File: src/rtl/du_regfile_dumper.sv
// Debug-unit register-file dumper: freezes the pipeline, reads every register through the
// ID-stage debug port and streams each word as four bytes over a valid/ready byte link.
module du_regfile_dumper #(
    parameter int NUM_REGS   = 32,
    parameter int ADDR_W     = 5,
    parameter int DATA_W     = 32,
    parameter int BIG_ENDIAN = 1
) (
    input  logic              i_clk,
    input  logic              i_reset,
    input  logic              i_start,
    output logic [ADDR_W-1:0] o_du_reg_addr,
    input  logic [DATA_W-1:0] i_du_reg_data,
    output logic [7:0]        o_tx_data,
    output logic              o_tx_valid,
    input  logic              i_tx_ready,
    output logic              o_pipe_hold,
    output logic              o_busy,
    output logic              o_done
);

    // Byte link: a byte moves at a rising edge where o_tx_valid & i_tx_ready; while valid is
    // high and ready is low, o_tx_data is held and valid is never withdrawn.
    typedef enum logic [2:0] {
        S_IDLE = 3'd0,
        S_READ = 3'd1,
        S_SEND = 3'd2,
        S_NEXT = 3'd3,
        S_DONE = 3'd4
    } state_t;

    localparam logic [ADDR_W-1:0] LAST_ADDR = ADDR_W'(NUM_REGS - 1);

    state_t              r_state;
    logic [ADDR_W-1:0]   r_addr;
    logic [DATA_W-1:0]   r_shift;
    logic [1:0]          r_byte_cnt;
    logic [7:0]          r_tx_data;
    logic                r_tx_valid;
    logic                r_pipe_hold;
    logic                r_busy;
    logic                r_done;

    logic                w_xfer;
    logic [DATA_W-1:0]   w_shifted;

    // The outgoing byte always sits at the "send end" of the shift register.
    function automatic logic [7:0] send_byte(input logic [DATA_W-1:0] word);
        if (BIG_ENDIAN != 0) begin
            return word[DATA_W-1 -: 8];
        end
        return word[7:0];
    endfunction

    assign w_xfer    = r_tx_valid & i_tx_ready;
    assign w_shifted = (BIG_ENDIAN != 0) ? (r_shift << 8) : (r_shift >> 8);

    always_ff @(posedge i_clk or negedge i_reset) begin
        if (!i_reset) begin
            r_state     <= S_IDLE;
            r_addr      <= '0;
            r_shift     <= '0;
            r_byte_cnt  <= '0;
            r_tx_data   <= '0;
            r_tx_valid  <= 1'b0;
            r_pipe_hold <= 1'b0;
            r_busy      <= 1'b0;
            r_done      <= 1'b0;
        end else begin
            case (r_state)
                S_IDLE: begin
                    if (i_start) begin
                        r_addr      <= '0;
                        r_busy      <= 1'b1;
                        r_pipe_hold <= 1'b1;
                        r_state     <= S_READ;
                    end
                end
                S_READ: begin
                    r_shift    <= i_du_reg_data;
                    r_tx_data  <= send_byte(i_du_reg_data);
                    r_byte_cnt <= '0;
                    r_tx_valid <= 1'b1;
                    r_state    <= S_SEND;
                end
                S_SEND: begin
                    if (w_xfer) begin
                        if (r_byte_cnt == 2'd3) begin
                            r_tx_valid <= 1'b0;
                            r_state    <= S_NEXT;
                        end else begin
                            r_shift    <= w_shifted;
                            r_tx_data  <= send_byte(w_shifted);
                            r_byte_cnt <= r_byte_cnt + 2'd1;
                        end
                    end
                end
                S_NEXT: begin
                    if (r_addr == LAST_ADDR) begin
                        r_done  <= 1'b1;
                        r_state <= S_DONE;
                    end else begin
                        r_addr  <= r_addr + 1'b1;
                        r_state <= S_READ;
                    end
                end
                S_DONE: begin
                    r_done      <= 1'b0;
                    r_busy      <= 1'b0;
                    r_pipe_hold <= 1'b0;
                    r_addr      <= '0;
                    r_state     <= S_IDLE;
                end
                default: begin
                    r_state <= S_IDLE;
                end
            endcase
        end
    end

    assign o_du_reg_addr = r_addr;
    assign o_tx_data     = r_tx_data;
    assign o_tx_valid    = r_tx_valid;
    assign o_pipe_hold   = r_pipe_hold;
    assign o_busy        = r_busy;
    assign o_done        = r_done;

endmodule

File: config.mk
export PLATFORM = sky130hd
export DESIGN_NAME = du_regfile_dumper
export DESIGN_NICKNAME = d
export VERILOG_FILES = /design/src/rtl/du_regfile_dumper.sv
export SDC_FILE = /design/constraint.sdc
export NUM_CORES = 1
export LEC_CHECK = 0
export CAP_MARGIN = 30
export CORE_ASPECT_RATIO = 0.8
export CORE_MARGIN = 3
export CORE_UTILIZATION = 48
export DETAILED_ROUTE_END_ITERATION = 16
export GPL_TIMING_DRIVEN = 0
export PLACE_DENSITY = 0.78
export REMOVE_ABC_BUFFERS = 1
export SKIP_CTS_REPAIR_TIMING = 1
export SLEW_MARGIN = 20
export SYNTH_ARGS = -nofsm -noshare
export SYNTH_HDL_FRONTEND = slang
export SYNTH_SLANG_ARGS = --single-unit
File: constraint.sdc
create_clock -name i_clk -period 2.3 [get_ports i_clk]
set_input_delay 0.46 -clock i_clk [delete_from_list [all_inputs] [get_ports i_clk]]
set_output_delay 0.46 -clock i_clk [all_outputs]
set_load 0.1 [all_outputs]
==> results of run 1 <==
## per-stage QoR
step | TNS, ns | area (um2) | setup WS [ns] | total power [mW]
3_3_place_gp | -134.23 | 2595 | -3.540 | 3.439
3_5_place_dp | -6.415 | 2659 | -0.3074 | 3.619
2_1_floorplan | -70.71 | 2006 | -2.254 | 3.056
4_1_cts | -7.238 | 2739 | -0.3422 | 4.096
5_1_grt | 0 | 2793 | 0.002888 | 4.402
6_report | 0 | 2793 | 0.05858 | 4.114
## worst paths after layout
kind,from,to,slack (ns),cells after the start
hold / removal,i_reset,r_shift[21],0.16,1
min in group i_clk,r_shift[0],r_shift[0],0.51,1
setup reg to reg,r_state[0],r_shift[9],0.24,4
hold reg to reg,r_shift[0],r_shift[0],0.51,1
setup / recovery,o_tx_data[2],o_tx_data[2],0.06,1
max in group asynchronous,i_reset,r_shift[6],1.64,2
## state kept, by name, summed over array words and instances (netlist names)
| signal | count |
|---|---|
| o_du_reg_addr | 5 |
| o_tx_data | 8 |
| o_tx_valid | 1 |
| r_shift | 24 |
| o_done | 1 |
| r_byte_cnt | 2 |
| r_state | 3 |
| o_busy | 1 |
## Yosys cell counts
cell	instances
and2b_1	1
or4_1	1
nand3b_4	1
a22o_1	10
nand3_1	2
inv_1	3
or4b_1	1
xnor2_1	2
a32o_1	1
nand2b_1	1
nand2_1	4
nand4_1	1
mux2i_1	24
a31oi_1	2
buf_6	1
nor3b_1	3
buf_2	5
o21ai_0	5
dfrtp_1	45
nor2_1	33
a21o_1	2
ha_1	3
and3b_1	1
o32a_4	1
and3_1	1
mux2_2	1
clkbuf_1	1
buf_4	6
a21oi_1	29
## cell families after synthesis
family | Yosys count
simple gates | 50
buf+inv | 16
xor+xnor | 2
flops | 45
mux | 25
compound gates | 50
fa+ha+maj | 3
## final cells by class
class	instances	share of cell area [%]
Inverter	3	0.4032
Tap cell	55	2.464
Clock buffer	8	2.867
Multi-Input combinational cell	130	32.17
Sequential cell	45	40.32
Timing Repair Buffer	57	21.77
## layout by cell type (no fill, tap or decap), types with 3 or more instances in the layout
cell	netlist	layout
dfrtp_1	45	45
clkdlybuf4s50_1	0	40
nor2_1	33	33
a21oi_1	29	29
mux2i_1	24	24
dlymetal6s2s_1	0	11
a22o_1	10	10
o21ai_0	5	5
clkbuf_8	0	5
nand2_1	4	4
inv_1	3	3
ha_1	3	3
clkbuf_1	1	3
## per-layer routing
metal  global-route usage, %  vias up
li1                        -      774
met1                   26.48      746
met2                   29.27       41
met3                   5.694        2
met5                       0        -
met4                   5.063        0
## report_power, final
group / switching (mW) / leakage [nW] / internal [mW]
logic: 1.45 / 0.748 / 0.821
registers: 0.260 / 0.531 / 1.12
clock network: 0.247 / 0.0395 / 0.216
==> metrics, run 1 <==
post-synthesis sequential area ratio 53.86%; CTS tree built; antenna violations before repair 0; clk sink count 45; Multi-input gate area 898.4 um2; die area 5189 um2; CP Buf/Inv Count 1; H-tree lvl count 2; mapped cell area 2091 um2; die width 79.79 um; Die H 65.03 um; IO Port Bufs 52; Starting Density 52.55%; flip-flop and latch area between 1000 and 1500 um2; Syn Area/Cell 10.95 um2; via count 1,563; DRC violations left 0; post-synthesis mux area share 12.03%; Worst IR Drop VDD 1.000 mV; drt total wl 4.541 mm; first-pass GRT wire length 7.617 mm; final setup vio count 0; Vias per Instance 5.245; CTS buffer count 5; wl on met1 2.148 mm; Syn Inst Count 191; Worst Setup End Kind primary output; Cell variety after synth 29; CP required 1.84 ns; Max Cap Viol 0; min-delay worst type input port to asynchronous set/reset pin; CP peak stage delay 1.13 ns; n_diodes 0; synth top area cells dfrtp_1, mux2i_1, a21oi_1; clk_skew 0.002504 ns; CTS Buffer Depth 2; slew margin rel. approximately 34%; Worst Path Max Fanout 2; grt total ovfl 0; CP max-delay cell clkdlybuf4s50_1; Final nets roughly 280; status complete, no violations; Critical Path Source Type flop; Filler cells 316; Fin. Hold Viols 0; fin cells 298; power density over the cells 1473 nW/um2; I/O pin count 53; Max Clk Rate 446.1 MHz; routed len/inst around 15 um; crit path kind flop to primary output; GR Util All Layers 19.09%; Post-Place Cells 289; Core ar. approximately 4000 um2; clock-pin slew on the worst setup and hold paths ~0.08 ns; CP Cell Sequence clkdlybuf4s50_1; max layer used met4; Synth-to-Final Area Change 33.57%; post-DP HPWL approximately 3.1 mm; xor/xnor cell area share of the yosys netlist 0.8378%; Worst-Skew Late Latency 0.29 ns; Synth Area in Adders 1.795%; vias in the first global route 1,589; simple-gate area share of the yosys netlist between 10% and 20%; row cnt 20; Root Driver clkbuf_8; RePlAce Congestion 0.7842; Worst Max-Slew Pin Slew 0.9919 ns; fin crit share 97.45%; Critical Path AT 1.78 ns; Yosys warnings 0; post-synthesis register bit count 45; Slew Viols, Final 0; fin util a little over two thirds; Leak 1.318 nW; largest net degree at the start of global routing 49; worst hold slack approximately 0.16 ns; crit path time final 2.241 ns; ANT nets after route 0; Synth area leader dfrtp_1; RSZ-0062 raised after global routing no; DR iter-0 viols a little over 70; top-area cell type share of the netlist area between 50% and 60%; met2 WL 2.130 mm; met3 wire len 241 um; proportion of layout cells with a drive suffix above 1 under 10%; Synth Area in Compound Gates between 15 and 20%; drt first pass iters 4; CP top delay family buffers and inverters; largest family of logic cells by synthesized area compound AO/OA/AOI/OAI gates
(Power assumes the default switching activity.)
==> run 2: changes to the inputs <==
SETUP_SLACK_MARGIN = 0.02   (was unset)
==> metrics, run 2 (synthesized netlist as in run 1, its figures left out) <==
Vias per Instance 5.238; I/O pin count 53; met2 Use GR 29.27%; proportion of layout cells with a drive suffix above 1 around 7.0%; vias in the first global route roughly 1.6k; most frequent cells in the layout dfrtp_1, clkdlybuf4s50_1, nor2_1, a21oi_1, mux2i_1; via count 1,561; crit path time final about 2.2 ns; clock-pin slew on the worst setup and hold paths around 0.080 ns; Max Clk Rate roughly 450 MHz; CP required around 1.8 ns; Worst IR Drop VDD 0.9892 mV; Root Driver clkbuf_8; RePlAce Congestion between 0.7 and 0.8; Synth-to-Final Area Change 33.93%; clk_skew ~0.0025 ns; drt first pass iters 4; Starting Density 52.55%; Worst-Skew Late Latency approximately 0.29 ns; CTS buffer count 5; Top reg by flops r_shift; CP Cell Sequence clkdlybuf4s50_1; row cnt 20; die area 5189 um2; grt total ovfl 0; crit path kind flop to primary output; power density over the cells 1469 nW/um2; ANT nets after route 0; met3 Use GR 5.694%; fin crit share 96.95%; post-DP HPWL 3.110 mm; GRT busiest layer met2; Die H 65.03 um; largest net degree at the start of global routing 49; DR iter-0 viols 71; final setup vio count 0; Post-Place Cells 289; H-tree lvl count 2; fin cells 298; Leak 1.338 nW; die width 79.79 um; drt total wl between 4 and 5 mm; Setup WS pre-CTS -0.3074 ns; IO Port Bufs 52; GR Util All Layers 19.09%; Critical Path AT about 1.8 ns; slew margin rel. 33.77%; CTS tree built; antenna violations before repair 0; Slew Viols, Final 0; post-route setup slack 0.07024 ns; leading cell type in the layout, fill and taps excluded dfrtp_1; n_diodes 0; met1 Usage GRT about a quarter; CTS Buffer Depth 2; CP Buf/Inv Count 1; routed len/inst 15.26 um; CP max-delay cell clkdlybuf4s50_1; Final nets 281; clk sink count 45; Core ar. 3979 um2; max reg flops 24; RSZ-0062 raised after global routing no; Worst Setup End Kind primary output; Fin. Hold Viols 0; Worst Max-Slew Pin Slew 0.9919 ns; status complete, no violations; worst hold slack 0.1565 ns; first-pass GRT wire length 7.617 mm; total power between 4 and 5 mW; DRC violations left 0; CP peak stage delay 1.13 ns; Critical Path Source Type flop; Filler cells around 320; Worst Path Max Fanout 2; Max Cap Viol 0; CP top delay family buffers and inverters; min-delay worst type input port to asynchronous set/reset pin; final instance area around 2800 um2; Area after DPL about 2700 um2
## run 2: changes by cell type in the layout (fill, tap and decap cells not counted), sizes merged
cell | previous run | this run
dlymetal6s2s | 11 | 14
clkdlybuf4s50 | 40 | 37
## run 2: layout make-up
class	instances	area, um2	share of cell area, %
Clock buffer	8	80.08	2.860
Timing Repair Buffer	57	615.6	21.98
Sequential cell	45	1126	40.21
Inverter	3	11.26	0.4021
Tap cell	55	68.82	2.458
Multi-Input combinational cell	130	898.4	32.08
## run 2: worst register-to-register path, delay by kind of cell (launching register included)
| family | cells | cell delay, ns |
|---|---|---|
| flip-flops | 1 | 0.70 |
| AND/OR/NAND/NOR | 2 | 0.71 |
| AO/OA/AOI/OAI | 2 | 0.57 |
## run 2: layer usage
| metal | share of wire (%) | wire length [um] |
|---|---|---|
| met4 | 0.46 | 21 |
| met2 | 47 | 2120 |
| met3 | 5.4 | 246 |
| met1 | 47 | 2159 |
| met5 | 0 | 0 |
## run 2: power breakdown
| part | internal (mW) | switching, mW | total, mW |
|---|---|---|---|
| clock network | 0.216 | 0.248 | 0.464 |
| registers | 1.12 | 0.260 | 1.38 |
| logic | 0.819 | 1.45 | 2.27 |
| total | 2.16 | 1.95 | 4.11 |
## run 2: final timing paths
check / start / endpoint / slack [ns] / cells after the start
worst max-delay path: o_tx_data[4] / o_tx_data[4] / 0.07 / 1
worst min-delay path: i_reset / r_shift[21] / 0.16 / 1
worst max register to register: r_state[0] / r_shift[9] / 0.24 / 4
worst min register to register: r_shift[0] / r_shift[0] / 0.51 / 1
max in group asynchronous: i_reset / r_shift[6] / 1.64 / 2
min in group i_clk: r_shift[0] / r_shift[0] / 0.51 / 1
## run 2: metrics by stage
stage / TNS [ns] / utilization, %
global route: 0 / 70.38
detailed placement: -6.415 / 66.82
floorplan: -70.71 / -
finish: 0 / 70.38
CTS: -7.238 / 68.84
global placement: -134.23 / 65.22
